## config.mk

```make
export PLATFORM = sky130hd
export DESIGN_NAME = sdp_ram_arbiter
export DESIGN_NICKNAME = d
export VERILOG_FILES = /design/src/rtl/sdp_arb_pkg.sv /design/src/rtl/rr_arbiter.sv /design/src/rtl/sdp_ram_arbiter.sv
export SDC_FILE = /design/constraint.sdc
export NUM_CORES = 1
export LEC_CHECK = 0
export BUFFER_PORTS_ARGS = -buffer_cell sky130_fd_sc_hd__clkbuf_2
export CAP_MARGIN = 30
export CORE_ASPECT_RATIO = 0.9
export CORE_MARGIN = 2
export CORE_UTILIZATION = 41
export CTS_CLUSTER_SIZE = 14
export DETAILED_ROUTE_END_ITERATION = 6
export PLACE_DENSITY = 0.86
export SYNTH_ARGS = -nofsm -noshare
export SYNTH_HDL_FRONTEND = slang
export SYNTH_HIERARCHICAL = 1
export SYNTH_SLANG_ARGS = --single-unit
```

## constraint.sdc

```tcl
create_clock -name clk -period 1.4 [get_ports clk]
set_input_delay 0.07 -clock clk [delete_from_list [all_inputs] [get_ports clk]]
set_output_delay 0.07 -clock clk [all_outputs]
set_load 0.1 [all_outputs]
```

## src/rtl/sdp_arb_pkg.sv

```systemverilog
// Shared types and helpers for the simple-dual-port RAM arbiter.
package sdp_arb_pkg;

  localparam int RD_LAT_MAX = 3;

  typedef struct packed {
    logic       vld;
    logic [2:0] idx;
  } rsp_tag_t;

  // Round-robin pick: first set bit of req searching from ptr+1 (mod n), wrapping.
  function automatic logic [2:0] rr_pick(input logic [7:0]  req,
                                         input logic [2:0]  ptr,
                                         input int unsigned n);
    logic       found;
    logic [2:0] idx;
    rr_pick = ptr;
    found   = 1'b0;
    for (int unsigned k = 1; k <= 8; k++) begin
      idx = 3'((32'(ptr) + k) % n);
      if (k <= n && !found && req[idx]) begin
        rr_pick = idx;
        found   = 1'b1;
      end
    end
  endfunction

endpackage

```

## src/rtl/rr_arbiter.sv

```systemverilog
// Round-robin arbiter with a registered last-winner pointer; en gates grants without
// disturbing the candidate index.
module rr_arbiter
  import sdp_arb_pkg::*;
#(
  parameter int unsigned NREQ = 2
) (
  input  logic            clk,
  input  logic            rst,
  input  logic            en,
  input  logic [NREQ-1:0] req,
  output logic [NREQ-1:0] gnt,
  output logic [2:0]      gnt_idx
);

  logic [2:0] r_ptr;
  logic [7:0] w_req;

  assign w_req   = 8'(req);
  assign gnt_idx = rr_pick(w_req, r_ptr, NREQ);

  always_comb begin
    gnt = '0;
    for (int unsigned i = 0; i < NREQ; i++) begin
      gnt[i] = !rst && en && req[i] && (gnt_idx == 3'(i));
    end
  end

  always_ff @(posedge clk) begin
    if (rst) begin
      r_ptr <= 3'(NREQ - 1);
    end else if (|gnt) begin
      r_ptr <= gnt_idx;
    end
  end

endmodule

```

## src/rtl/sdp_ram_arbiter.sv

```systemverilog
// Shares one simple-dual-port RAM between NREQ requesters with independent write/read
// round-robin arbitration. Optional same-cycle RAW hold: SDP_ARB_RAW_HOLD_EN.
module sdp_ram_arbiter
  import sdp_arb_pkg::*;
#(
  parameter int unsigned NREQ   = 2,
  parameter int unsigned AW     = 4,
  parameter int unsigned DW     = 4,
  parameter int unsigned RD_LAT = 1
) (
  input  logic               clk,
  input  logic               rst,
  input  logic [NREQ-1:0]    wr_valid,
  input  logic [NREQ*AW-1:0] wr_addr,
  input  logic [NREQ*DW-1:0] wr_data,
  output logic [NREQ-1:0]    wr_ready,
  input  logic [NREQ-1:0]    rd_valid,
  input  logic [NREQ*AW-1:0] rd_addr,
  output logic [NREQ-1:0]    rd_ready,
  output logic [NREQ-1:0]    rsp_valid,
  output logic [DW-1:0]      rsp_data,
  output logic               wea,
  output logic [AW-1:0]      addra,
  output logic [DW-1:0]      dina,
  output logic               reb,
  output logic [AW-1:0]      addrb,
  input  logic [DW-1:0]      doutb
);

  logic [NREQ-1:0] w_wr_gnt, w_rd_gnt;
  logic [2:0]      w_wr_idx, w_rd_idx;
  logic [AW-1:0]   w_wr_addr, w_rd_addr;
  logic [DW-1:0]   w_wr_data;
  logic            w_rd_en;

  rr_arbiter #(.NREQ(NREQ)) u_wr_arb (
    .clk     (clk),
    .rst     (rst),
    .en      (1'b1),
    .req     (wr_valid),
    .gnt     (w_wr_gnt),
    .gnt_idx (w_wr_idx)
  );

  rr_arbiter #(.NREQ(NREQ)) u_rd_arb (
    .clk     (clk),
    .rst     (rst),
    .en      (w_rd_en),
    .req     (rd_valid),
    .gnt     (w_rd_gnt),
    .gnt_idx (w_rd_idx)
  );

  always_comb begin
    w_wr_addr = '0;
    w_wr_data = '0;
    w_rd_addr = '0;
    for (int unsigned i = 0; i < NREQ; i++) begin
      if (w_wr_idx == 3'(i)) begin
        w_wr_addr = wr_addr[i*AW +: AW];
        w_wr_data = wr_data[i*DW +: DW];
      end
      if (w_rd_idx == 3'(i)) begin
        w_rd_addr = rd_addr[i*AW +: AW];
      end
    end
  end

`ifdef SDP_ARB_RAW_HOLD_EN
  // Hold the read winner one cycle so it observes the write granted alongside it.
  assign w_rd_en = !((|w_wr_gnt) && (|rd_valid) && (w_rd_addr == w_wr_addr));
`else
  assign w_rd_en = 1'b1;
`endif

  logic          r_wea, r_reb;
  logic [AW-1:0] r_addra, r_addrb;
  logic [DW-1:0] r_dina;
  logic [2:0]    r_rb_idx;

  always_ff @(posedge clk) begin
    if (rst) begin
      r_wea    <= 1'b0;
      r_addra  <= '0;
      r_dina   <= '0;
      r_reb    <= 1'b0;
      r_addrb  <= '0;
      r_rb_idx <= '0;
    end else begin
      r_wea <= |w_wr_gnt;
      if (|w_wr_gnt) begin
        r_addra <= w_wr_addr;
        r_dina  <= w_wr_data;
      end
      r_reb <= |w_rd_gnt;
      if (|w_rd_gnt) begin
        r_addrb  <= w_rd_addr;
        r_rb_idx <= w_rd_idx;
      end
    end
  end

  // Tags ride alongside the RAM read latency so data and owner line up at the output.
  rsp_tag_t r_pipe [RD_LAT];
  rsp_tag_t w_rsp_tag;

  always_ff @(posedge clk) begin
    if (rst) begin
      for (int unsigned k = 0; k < RD_LAT; k++) begin
        r_pipe[k] <= '0;
      end
    end else begin
      r_pipe[0] <= {r_reb, r_rb_idx};
      for (int unsigned k = 1; k < RD_LAT; k++) begin
        r_pipe[k] <= r_pipe[k-1];
      end
    end
  end

  assign w_rsp_tag = r_pipe[RD_LAT-1];

  always_comb begin
    rsp_valid = '0;
    for (int unsigned i = 0; i < NREQ; i++) begin
      rsp_valid[i] = !rst && w_rsp_tag.vld && (w_rsp_tag.idx == 3'(i));
    end
  end

  assign rsp_data = (!rst && w_rsp_tag.vld) ? doutb : '0;
  assign wr_ready = w_wr_gnt;
  assign rd_ready = w_rd_gnt;
  assign wea      = r_wea;
  assign addra    = r_addra;
  assign dina     = r_dina;
  assign reb      = r_reb;
  assign addrb    = r_addrb;

endmodule

```

* Word-level counts from Yosys, hierarchy flattened
Memory sizes are Yosys's and may differ from the RTL's.
Cells that the tools add are included.
** Storage, ports and cells
- Register bits after elaboration :: 23
- Bits in latches :: 0
- RAM bits :: 4
- ROM bits :: 0
- Bits of input ports :: 34
- Output and inout bits :: 24
- Word-level logic and storage cells :: 68
- Memories kept :: 1
** Memories
- r_pipe :: words 1, width 4, read ports 1, clocked after Yosys merged registers in 0, write ports 1, line sdp_ram_arbiter.sv:104 : rsp_tag_t r_pipe [RD_LAT];
** Cells by class
- Add/sub/neg operators :: 4
- Multipliers :: 0
- Div/mod/pow operators :: 0
- Magnitude comparators :: 4
- Eq/ne operators :: 3
- Shift operators :: 0
- Muxes and demuxes :: 26
- Bitwise logic cells :: 0
- Reduce and logical (&&, ||, !) cells :: 22
** Operators with widths (number)
- $mux 4 :: 8
- $lt 1x4->1 const B :: 4
- $mux 1 :: 14
- $logic_and 1x1->1 :: 13
- $mux 3 :: 4
- $eq 3x1->1 const B :: 3
- $logic_not 3->1 :: 3
- $add 1x1->1 const B :: 4
- $reduce_or 2->1 :: 2
- $reduce_or 4->1 :: 1
- $logic_not 1->1 :: 3

* Longest topological paths before layout
Gate-level depths: netlist (run 1).
- Depth in word-level cells :: 10
- Depth in mapped cells :: 6
- Depth with buffers taken out :: 5

* Cells and area by module
The synthesis (run 1) kept the hierarchy.
** Modules (own cells, without submodules)
- sdp_ram_arbiter :: times used 1, cells an instance 97, area an instance 898.4 um2, seq. area each 420.4 um2
- rr_arbiter at u_wr_arb :: times used 1, cells an instance 17, area an instance 150.1 um2, seq. area each 60.1 um2
- rr_arbiter at u_rd_arb :: times used 1, cells an instance 16, area an instance 148.9 um2, seq. area each 60.1 um2

* Least setup slack after synthesis (run 1)
OpenSTA, ideal clock, no wires.
- Kind :: input to output
- From :: input rst
- To :: output rsp_valid[1]
- Data arrival time :: 3.511 ns
- Data required time :: 1.330 ns
- Slack :: -2.181 ns
- Cell stages on the path :: 3
- Buffers on the path :: 1
- Path through :: clkbuf_1 -> nand2b_1 -> nor4b_1
** Between the ends
- Cells in the longest elaborated chain, start to end :: 3
** Ends and longest elaborated chain
- start, declared :: line sdp_ram_arbiter.sv:12 : input logic rst,
- $logic_not 1->1 :: line sdp_ram_arbiter.sv:125 : rsp_valid[i] = !rst && w_rsp_tag.vld && (w_rsp_tag.idx == 3'(i));
- $logic_and 1x1->1 (2 in a row) :: line sdp_ram_arbiter.sv:125
- end, declared :: line sdp_ram_arbiter.sv:20 : output logic [NREQ-1:0] rsp_valid,
Every way passes these cells.

* Worst setup path after layout (run 1)
- From :: register u_rd_arb.r_ptr[0]
- To :: register r_addrb[0], in the netlist addrb[0]
** Between the ends
- Cells in the longest elaborated chain, start to end :: 10
- Elaborated cells between the ends (all ways) :: 18
- Those cells by class :: 2 x add/sub; 1 x eq/ne; 9 x mux; 6 x reduce/logical
** Ends and longest elaborated chain
- start, declared :: line rr_arbiter.sv:16 : logic [2:0] r_ptr;
- start signal, assigned :: line rr_arbiter.sv:31 : r_ptr <= 3'(NREQ - 1);
- start signal, assigned :: line rr_arbiter.sv:33 : r_ptr <= gnt_idx;
- $add 1x1->1 :: line sdp_arb_pkg.sv:20 : idx = 3'((32'(ptr) + k) % n);
- $mux 1 (implied by the code) (2 in a row) :: line sdp_arb_pkg.sv:21 : if (k <= n && !found && req[idx]) begin
- $mux 1 :: line sdp_arb_pkg.sv:21
- $logic_not 1->1 :: line sdp_arb_pkg.sv:21
- $logic_and 1x1->1 :: line sdp_arb_pkg.sv:21
- $mux 3 (*) :: line sdp_arb_pkg.sv:21
- via w_rd_idx[0] :: line sdp_ram_arbiter.sv:31 : logic [2:0] w_wr_idx, w_rd_idx;
- $logic_not 3->1 / $eq 3x1->1 (equally long branches) :: line rr_arbiter.sv:25, sdp_ram_arbiter.sv:63
- $mux 4 / $logic_and 1x1->1 (equally long branches) :: line sdp_ram_arbiter.sv:63, rr_arbiter.sv:25
- $mux 4 / $reduce_or 2->1 (equally long branches) :: line sdp_ram_arbiter.sv:63, sdp_ram_arbiter.sv:96
- end signal, assigned :: line sdp_ram_arbiter.sv:97 : r_addrb <= w_rd_addr;
- end, declared :: line sdp_ram_arbiter.sv:77 : logic [AW-1:0] r_addra, r_addrb;
The timed path passes the listed nets; every way through them passes the cells marked *. The select of a mux whose other input is x is not followed.
A chain may end at the register's enable or synchronous reset.

==> results of run 1 <==
worst paths after layout:
path	end	slack, ns	cells after the start
worst max-delay path	addrb[0]	-0.007	4
worst min-delay path	r_pipe[0][3]	0.04	3
worst max register to register	addrb[0]	-0.007	4
worst min register to register	addra[0]	0.47	2
cells by family (layout without fill, tap and decap cells):
group | after synthesis | after routing | synth area share, %
simple gates | 60 | 61 | 28.53
flops | 27 | 27 | 45.14
compound gates | 23 | 23 | 12.12
mux | 12 | 12 | 10.87
buf+inv | 7 | 77 | 3.030
other cells | 1 | 6 | 0.3132
per-stage QoR:
stage	instances	setup slack (ns)	utilization, %	setup TNS [ns]	hold WS, ns
after detailed placement	236	-0.06565	65.27	-0.2265	0.3713
after global routing	246	-0.08107	71.05	-0.4611	0.02839
after CTS	241	-0.01144	67.07	-0.01144	0.02906
after floorplan	135	-0.2153	-	-0.9458	0.1461
final	246	-0.007381	71.05	-0.01246	0.03883
after global placement	236	-0.01601	65.27	-0.05131	0.3696
worst max-delay path: cells and delay by family, from the launching register on:
family / cells / cell delay, ns
muxes: 1 / 0.12
AOI/OAI and AO/OA: 2 / 0.37
DFF: 1 / 0.39
and+or+nand+nor: 1 / 0.47
layout make-up:
type | instances | area share [%]
Timing Repair Buffer | 72 | 28.16
Multi-Input combinational cell | 102 | 39.80
Clock buffer | 3 | 1.144
Sequential cell | 27 | 27.78
Clock inverter | 1 | 0.3814
Inverter | 1 | 0.1907
Tap cell | 40 | 2.543
state kept, by name, indices dropped and copies added (netlist names):
signal	count
addrb	4
addra	4
u_rd_arb/r_ptr	3
wea	1
dina	4
reb	1
r_pipe	4
u_wr_arb/r_ptr	3
r_rb_idx	3
synthesized netlist by cell type, drive strengths merged:
cell type  count  share of area, %
conb           1              0.31
nand2b         3               1.6
and2           4               2.1
mux2i          4               3.3
o22a           3               2.2
dfxtp         27                45
clkbuf         2              0.63
a211oi         2               1.3
or4            4               2.8
nor2b          7               3.7
or2            1              0.52
o21a           3               1.9
and3           4               2.3
nor4b          1              0.73
nor2           5               1.6
a21oi         12               5.3
nor3b          8               5.0
nor4           1              0.52
nand3          8               3.3
o21ai          1              0.42
inv            1              0.31
nand2         14               4.4
buf            4               2.1
a31oi          2               1.0
mux2           8               7.5
repair_timing:
item / CTS / global route
cloned: 0 / 1
hold buffers: 1 / 0
setup endpoints to repair: 5 / 18
buffers inserted: 0 / 4
pin swaps: 0 / 8
hold endpoints to repair: 1 / 0
resized for setup: 3 / 21
power breakdown:
part           switching, mW  internal (mW)  total (mW)  leakage [nW]
clock                  0.237          0.109       0.346        0.0139
combinational          0.337          0.200       0.538         0.646
sequential            0.0225          0.807       0.829         0.220
total                  0.597           1.12        1.71         0.880
per-layer routing:
layer / global-route usage (%) / part of all wire (%)
met1: 18.56 / 40
met2: 30.41 / 52
met3: 4.450 / 7.0
met4: 5.590 / 0.91
met5: 0 / 0
==> implementation parameters, run 1 <==
Parameter                              Value

GRT
  Initial antenna violation count    0
  Wire length of the first global-routing pass    approximately 4400 um
  Total grt overflow    0
  Via count of the first global-routing pass    ~1,100
  Total routing usage reported by global routing    approximately 17%
  Maximum number of pins on one net before global-route repair    23

Clock tree
  CTS Sinks    27
  CTS Buf Count    3
  Clk_lat worst skew    0.33 ns
  Clock tree buffer depth    2
  CTS tree    built
  Buffer type at the clock tree root    clkbuf_4
  Clock transition time at the flip-flop clock pins of the worst setup and hold paths    0.15 ns
  Number of H-tree levels    1

Die
  Core Box Area    2770 um^2
  Count of standard-cell rows    18
  Height of the die    55.27 um
  Die Area    approximately 3400 um^2
  Chip Width    60.97 um
  Initial core utilization    43.22%
  Top-level I/O count    58

Setup path
  Critical Path Sink Type    flop
  Start-to-end type of the worst setup path    reg -> reg
  Maximum fanout encountered on the critical timing path    5
  Data arrival, critical path    about 1.7 ns
  Startpoint of the worst register-to-register path    u_rd_arb/r_ptr[0]
  Critical-path cell list    o21a_4 -> mux2i_1 -> or4_4 -> a21oi_2
  Worst setup path start    u_rd_arb/r_ptr[0]
  Max incr delay on CP    0.47 ns
  Worst-path cell with the longest stage delay    or4_4
  Required time of the critical path    1.67 ns
  Crit start category    flop

Detailed routing
  Drt first pass iters    4
  Routed wire length    a little under 3000 um
  Post-detailed-route via-to-cell ratio    approximately 4.9
  Vias after detailed routing    1,206
  Number of DRC markers in iteration 0    between 50 and 60
  Number of nets with antenna violations after detailed routing    0
  Routed wire per std cell    12.10 um
  Count of unresolved DRC violations after routing    0

STA
  Final cycle utilization of the critical path    100.5%
  Clock period minus final worst setup slack    1.407 ns
  Worst slew margin    57.90%
  Final number of setup-violating endpoints    3
  Largest clock skew in the final design    0.006241 ns
  Final Max Tran Viols    0
  Max Freq    710.5 MHz
  Final critical-path setup slack    -0.007381 ns
  Unrepaired setup endpoints after global routing    yes
  Actual slew at the worst max-slew pin    between 0.6 and 0.7 ns
  Final Hold Viols    0

Logic synthesis
  Yosys reg bits    27
  Number of warnings reported in the yosys synthesis log    6
  Share of synthesized area occupied by flip-flops and latches    approximately 45%
  Gate count after technology mapping    130
  Distinct cell type count after synthesis    30
  Mean post-synth cell area    9.211 um^2
  Post-synthesis instance area    1197 um^2

Cells and area
  Area growth syn-to-layout    64.37%
  Most common cell after layout, fill and taps aside    clkbuf_2
  Count of nets after finishing    241
  FILL cells    between 200 and 250
  FF+latch area    between 500 and 600 um^2
  Antenna diode count    0
  Design area    1968 um^2
  Area occupied by multi-input gates    783.3 um^2
  Layout cells sized above 1    51.94%
  Highest-count cells in the layout ignoring fill and taps    47 x clkbuf_2, 24 x dfxtp_1, 13 x nand2_1, 13 x buf_4, 10 x buf_12

Place
  DPL Wire Length    roughly 2100 um
  Last weighted congestion value of the routability-driven placer    just over 0.7
  PortBufs    57
  Cell Area, Placed    around 1800 um^2

Outcome
  Status    finished with violations
  Failing checks    setup timing

Power and ir drop
  P per Cell Area    approximately 870 nW/um^2
  Maximum vdd drop    0.0006906 V
  Total power of the final layout    ~1.7 mW
  Leakage    0.8797 nW

Job
  # Max-Cap Violations    0

Worst hold path
  HP Start    rst
  Type of the worst min-delay path    in -> reg
No activity file was read; power rests on OpenSTA's default activity.
==> inputs of run 2 (changes only) <==
- CORE_UTILIZATION: 41 -> 39
- PLACE_DENSITY: 0.86 -> 0.85
- SYNTH_HIERARCHICAL: 1 -> not set
==> run 2 against run 1 <==
Effect of this change: the run ends with DRC left; sequential cell count down 2; synthesized cell count down 15%; final cell count down 13%; design area down 10%; clock skew down 0.0028 ns; sequential share of layout area up 1.0 points; core utilization down 0.61 points; register-to-register slack better by 0.19 ns; largest cell class is now non-clock buffers; highest routed layer unchanged.
==> implementation parameters, run 2 <==
Parameter                              Value

Detailed routing
  Count of unresolved DRC violations after routing    4 (was 0)
  Drt first pass iters    6 (was 4)
  Vias after detailed routing    1,154 (was 1,206)
  Number of DRC markers in iteration 0    21 (was 57)
  Routed wire per std cell    15.08 um (was 12.10 um)
  Post-detailed-route via-to-cell ratio    5.418 (was 4.902)
  Number of nets with antenna violations after detailed routing    0 (unchanged)
  Routed wire length    3213 um (was 2976 um)

Logic synthesis
  Share of synthesized area occupied by flip-flops and latches    47.39% (was 45.14%)
  Most common flop cell mapped by yosys    dfxtp_1 (unchanged)
  Count leader, synth    dfxtp_1 (unchanged)
  EDFF count, synth    0 (unchanged)
  Fraction of registers with async set or reset after synthesis    0% (unchanged)
  Mean post-synth cell area    9.514 um^2 (was 9.211 um^2)
  Post-synth top area share    47.39% (was 45.14%)
  Yosys reg bits    25 (was 27)
  Post-synthesis instance area    1056 um^2 (was 1197 um^2)
  Top cells by instance count after synthesis    25 x dfxtp_1, 20 x nor2_1, 11 x and2_1, 8 x o32ai_1, 7 x o2111ai_1 (was 27 x dfxtp_1, 14 x nand2_1, 11 x a21oi_1)
  Cell types occupying the most area after synthesis    dfxtp_1 47%, nor2_1 7.1%, o32ai_1 6.6%, and2_1 6.5%, o2111ai_1 5.8% (was dfxtp_1 45%, mux2_1 7.5%, nor3b_1 5.0%, a21oi_1 4.6%, nand2_1 4.4%)
  Distinct cell type count after synthesis    28 (was 30)
  Cell type contributing the most total cell area after synthesis    dfxtp_1 (unchanged)
  Number of warnings reported in the yosys synthesis log    0 (was 6)
  Synth Net Count    145
  Gate count after technology mapping    111 (was 130)

Clock tree
  Number of H-tree levels    1 (unchanged)
  Clock tree buffer depth    2 (unchanged)
  Clk_lat worst skew    0.33 ns (about the same)
  Clock transition time at the flip-flop clock pins of the worst setup and hold paths    0.14 ns (was 0.15 ns)
  CTS Buf Count    3 (unchanged)
  Buffer type at the clock tree root    clkbuf_4 (unchanged)
  CTS Sinks    25 (was 27)
  CTS tree    built (unchanged)

Cells and area
  Util after Layout    70.44% (was 71.05%)
  Count of nets after finishing    220 (was 241)
  Most common cell after layout, fill and taps aside    clkbuf_2 (unchanged)
  Antenna diode count    0 (unchanged)
  Highest-count cells in the layout ignoring fill and taps    47 x clkbuf_2, 20 x dfxtp_1, 19 x nor2_1, 13 x dlygate4sd3_1 (was 47 x clkbuf_2, 24 x dfxtp_1, 13 x nand2_1, 13 x buf_4, 10 x buf_12)
  Number of standard cells in the final layout excluding fillers    213 (was 246)
  Design area    1768 um^2 (was 1968 um^2)
  Area growth syn-to-layout    67.42% (was 64.37%)
  Layout cells sized above 1    45.95% (was 51.94%)
  FILL cells    176 (was 232)

Setup path
  Required time of the critical path    1.33 ns (was 1.67 ns)
  Crit start category    flop (unchanged)
  Data arrival, critical path    1.30 ns (was 1.68 ns)
  Logic depth of the worst register-to-register path    3 (was 4)
  Maximum fanout encountered on the critical timing path    7 (was 5)
  Critical Path Sink Type    primary output (was flop)
  Start-to-end type of the worst setup path    reg -> out (was reg -> reg)

GRT
  Maximum number of pins on one net before global-route repair    20 (was 23)
  Total grt overflow    0 (unchanged)
  Initial antenna violation count    0 (unchanged)
  Total routing usage reported by global routing    20.49% (was 16.91%)
  Wire length of the first global-routing pass    4705 um (was 4402 um)
  Met3 global-route usage    3.423% (was 4.450%)
  Layer with the highest usage after global routing    met2 (unchanged)
  Met2 Usage GRT    36.48% (was 30.41%)
  Met1 routing resource usage after global routing    22.95% (was 18.56%)
  Via count of the first global-routing pass    1,059 (was 1,078)

STA
  Clock period minus final worst setup slack    1.368 ns (was 1.407 ns)
  Final Max Tran Viols    0 (unchanged)
  Final cycle utilization of the critical path    97.73% (was 100.5%)
  Final number of setup-violating endpoints    0 (was 3)
  Worst slew margin    57.91% (was 57.90%)
  Max Freq    730.8 MHz (was 710.5 MHz)
  Final TNS setup    0 ns (was -0.01246 ns)
  Actual slew at the worst max-slew pin    0.6314 ns (was 0.6301 ns)
  Final Hold Viols    0 (unchanged)
  Largest clock skew in the final design    0.003457 ns (was 0.006241 ns)

Die
  Count of standard-cell rows    17 (was 18)
  Core Box Area    2510 um^2 (was 2770 um^2)
  Height of the die    53.37 um (was 55.27 um)
  Initial core utilization    42.07% (was 43.22%)
  Chip Width    58.85 um (was 60.97 um)
  Top-level I/O count    58 (unchanged)
  Die Area    3141 um^2 (was 3370 um^2)

Power and ir drop
  Leakage    0.7903 nW (was 0.8797 nW)
  Maximum vdd drop    0.0004613 V (was 0.0006906 V)
  P per Cell Area    1021 nW/um^2 (was 870.3 nW/um^2)

Place
  Cell Area, Placed    1560 um^2 (was 1808 um^2)
  Placed Cells incl. Taps    194 (was 236)
  PortBufs    57 (unchanged)
  DPL Wire Length    2211 um (was 2113 um)
  Last weighted congestion value of the routability-driven placer    0.7524 (was 0.7185)

Outcome
  Failing checks    DRC (was setup timing)
  Status    finished with violations (unchanged)

Worst hold path
  Number of instances on the worst hold path    3 (unchanged)
  Type of the worst min-delay path    in -> reg (unchanged)

Job
  # Max-Cap Violations    0 (unchanged)
==> run 2: cell count changes in the layout (fill, tap and decap cells not counted), sizes merged, moves of 6 or more <==
cell | before | now
nor2 | 6 | 20
dlygate4sd3 | 1 | 13
a21oi | 12 | 1
nand2 | 14 | 3
buf | 24 | 16
mux2 | 8 | 0
o2111ai | 0 | 8
o32ai | 0 | 8
and2 | 4 | 11
nand3 | 8 | 1
conb | 6 | 0
nor3b | 8 | 2
==> run 2: final timing paths <==
| kind | end | slack, ns | start |
|---|---|---|---|
| hold / removal | dina[2] | 0.0003 | wr_data[6] |
| setup reg to reg | dina[1] | 0.18 | u_wr_arb.r_ptr[0] |
| setup / recovery | wr_ready[0] | 0.03 | u_wr_arb.r_ptr[0] |
| hold reg to reg | r_pipe[0][2] | 0.47 | r_rb_idx[2] |
==> run 2: logic make-up (layout without fill, tap and decap cells) <==
family / after synthesis / after routing / share of synthesized area (%)
buf+inv: 8 / 82 / 5.567
flops: 25 / 25 / 47.39
simple gates: 53 / 53 / 26.07
compound gates: 25 / 25 / 20.97
==> run 2: where the power goes <==
part | internal [mW] | switching [mW] | total [mW]
clock network | 0.107 | 0.228 | 0.335
logic | 0.193 | 0.483 | 0.676
registers | 0.760 | 0.0347 | 0.794
==> run 2: layer usage <==
metal | wire length (um) | share of wire [%] | vias to the layer above
met5 | 0 | 0 | -
met4 | 110 | 3.4 | 0
met3 | 159 | 4.9 | 13
met2 | 1695 | 53 | 43
met1 | 1248 | 39 | 542
li1 | - | - | 556
==> run 2: worst max-delay path, cell delays in order (launching register included) <==
cell,delay [ns]
dfxtp_4,0.39
nand2b_4,0.17
and3_2,0.24
buf_12,0.17
==> run 2: what timing repair did <==
action | CTS | global route
endpoints found under the setup margin | 3 | 8
gates resized for setup | 7 | 5
hold buffers | 13 | 0
endpoints found under the hold margin | 9 | 0
pin swaps | 1 | 2
gates cloned | 0 | 0
setup buffers | 0 | 2
==> run 2: metrics by stage <==
step / total power [mW] / worst slack [ns] / hold slack [ns]
after floorplan: 1.274 / -0.1484 / 0.1987
after global placement: 1.422 / 0.1799 / 0.2946
after detailed placement: 1.435 / 0.08228 / 0.2982
after CTS: 1.790 / 0.007335 / 0.001565
after global routing: 1.861 / -0.0009430 / -0.002124
final: 1.805 / 0.03173 / 0.0003399
==> run 2: area by class of cell <==
cell class	instances	area, um^2	share of cell area, %
sequential	25	509.2	28.80
clock buffer	3	22.52	1.274
multi-input combinational	78	578.1	32.70
timing repair buffer	76	610.6	34.54
inverter	2	7.507	0.4246
clock inverter	1	5.005	0.2831
tap	28	35.03	1.982
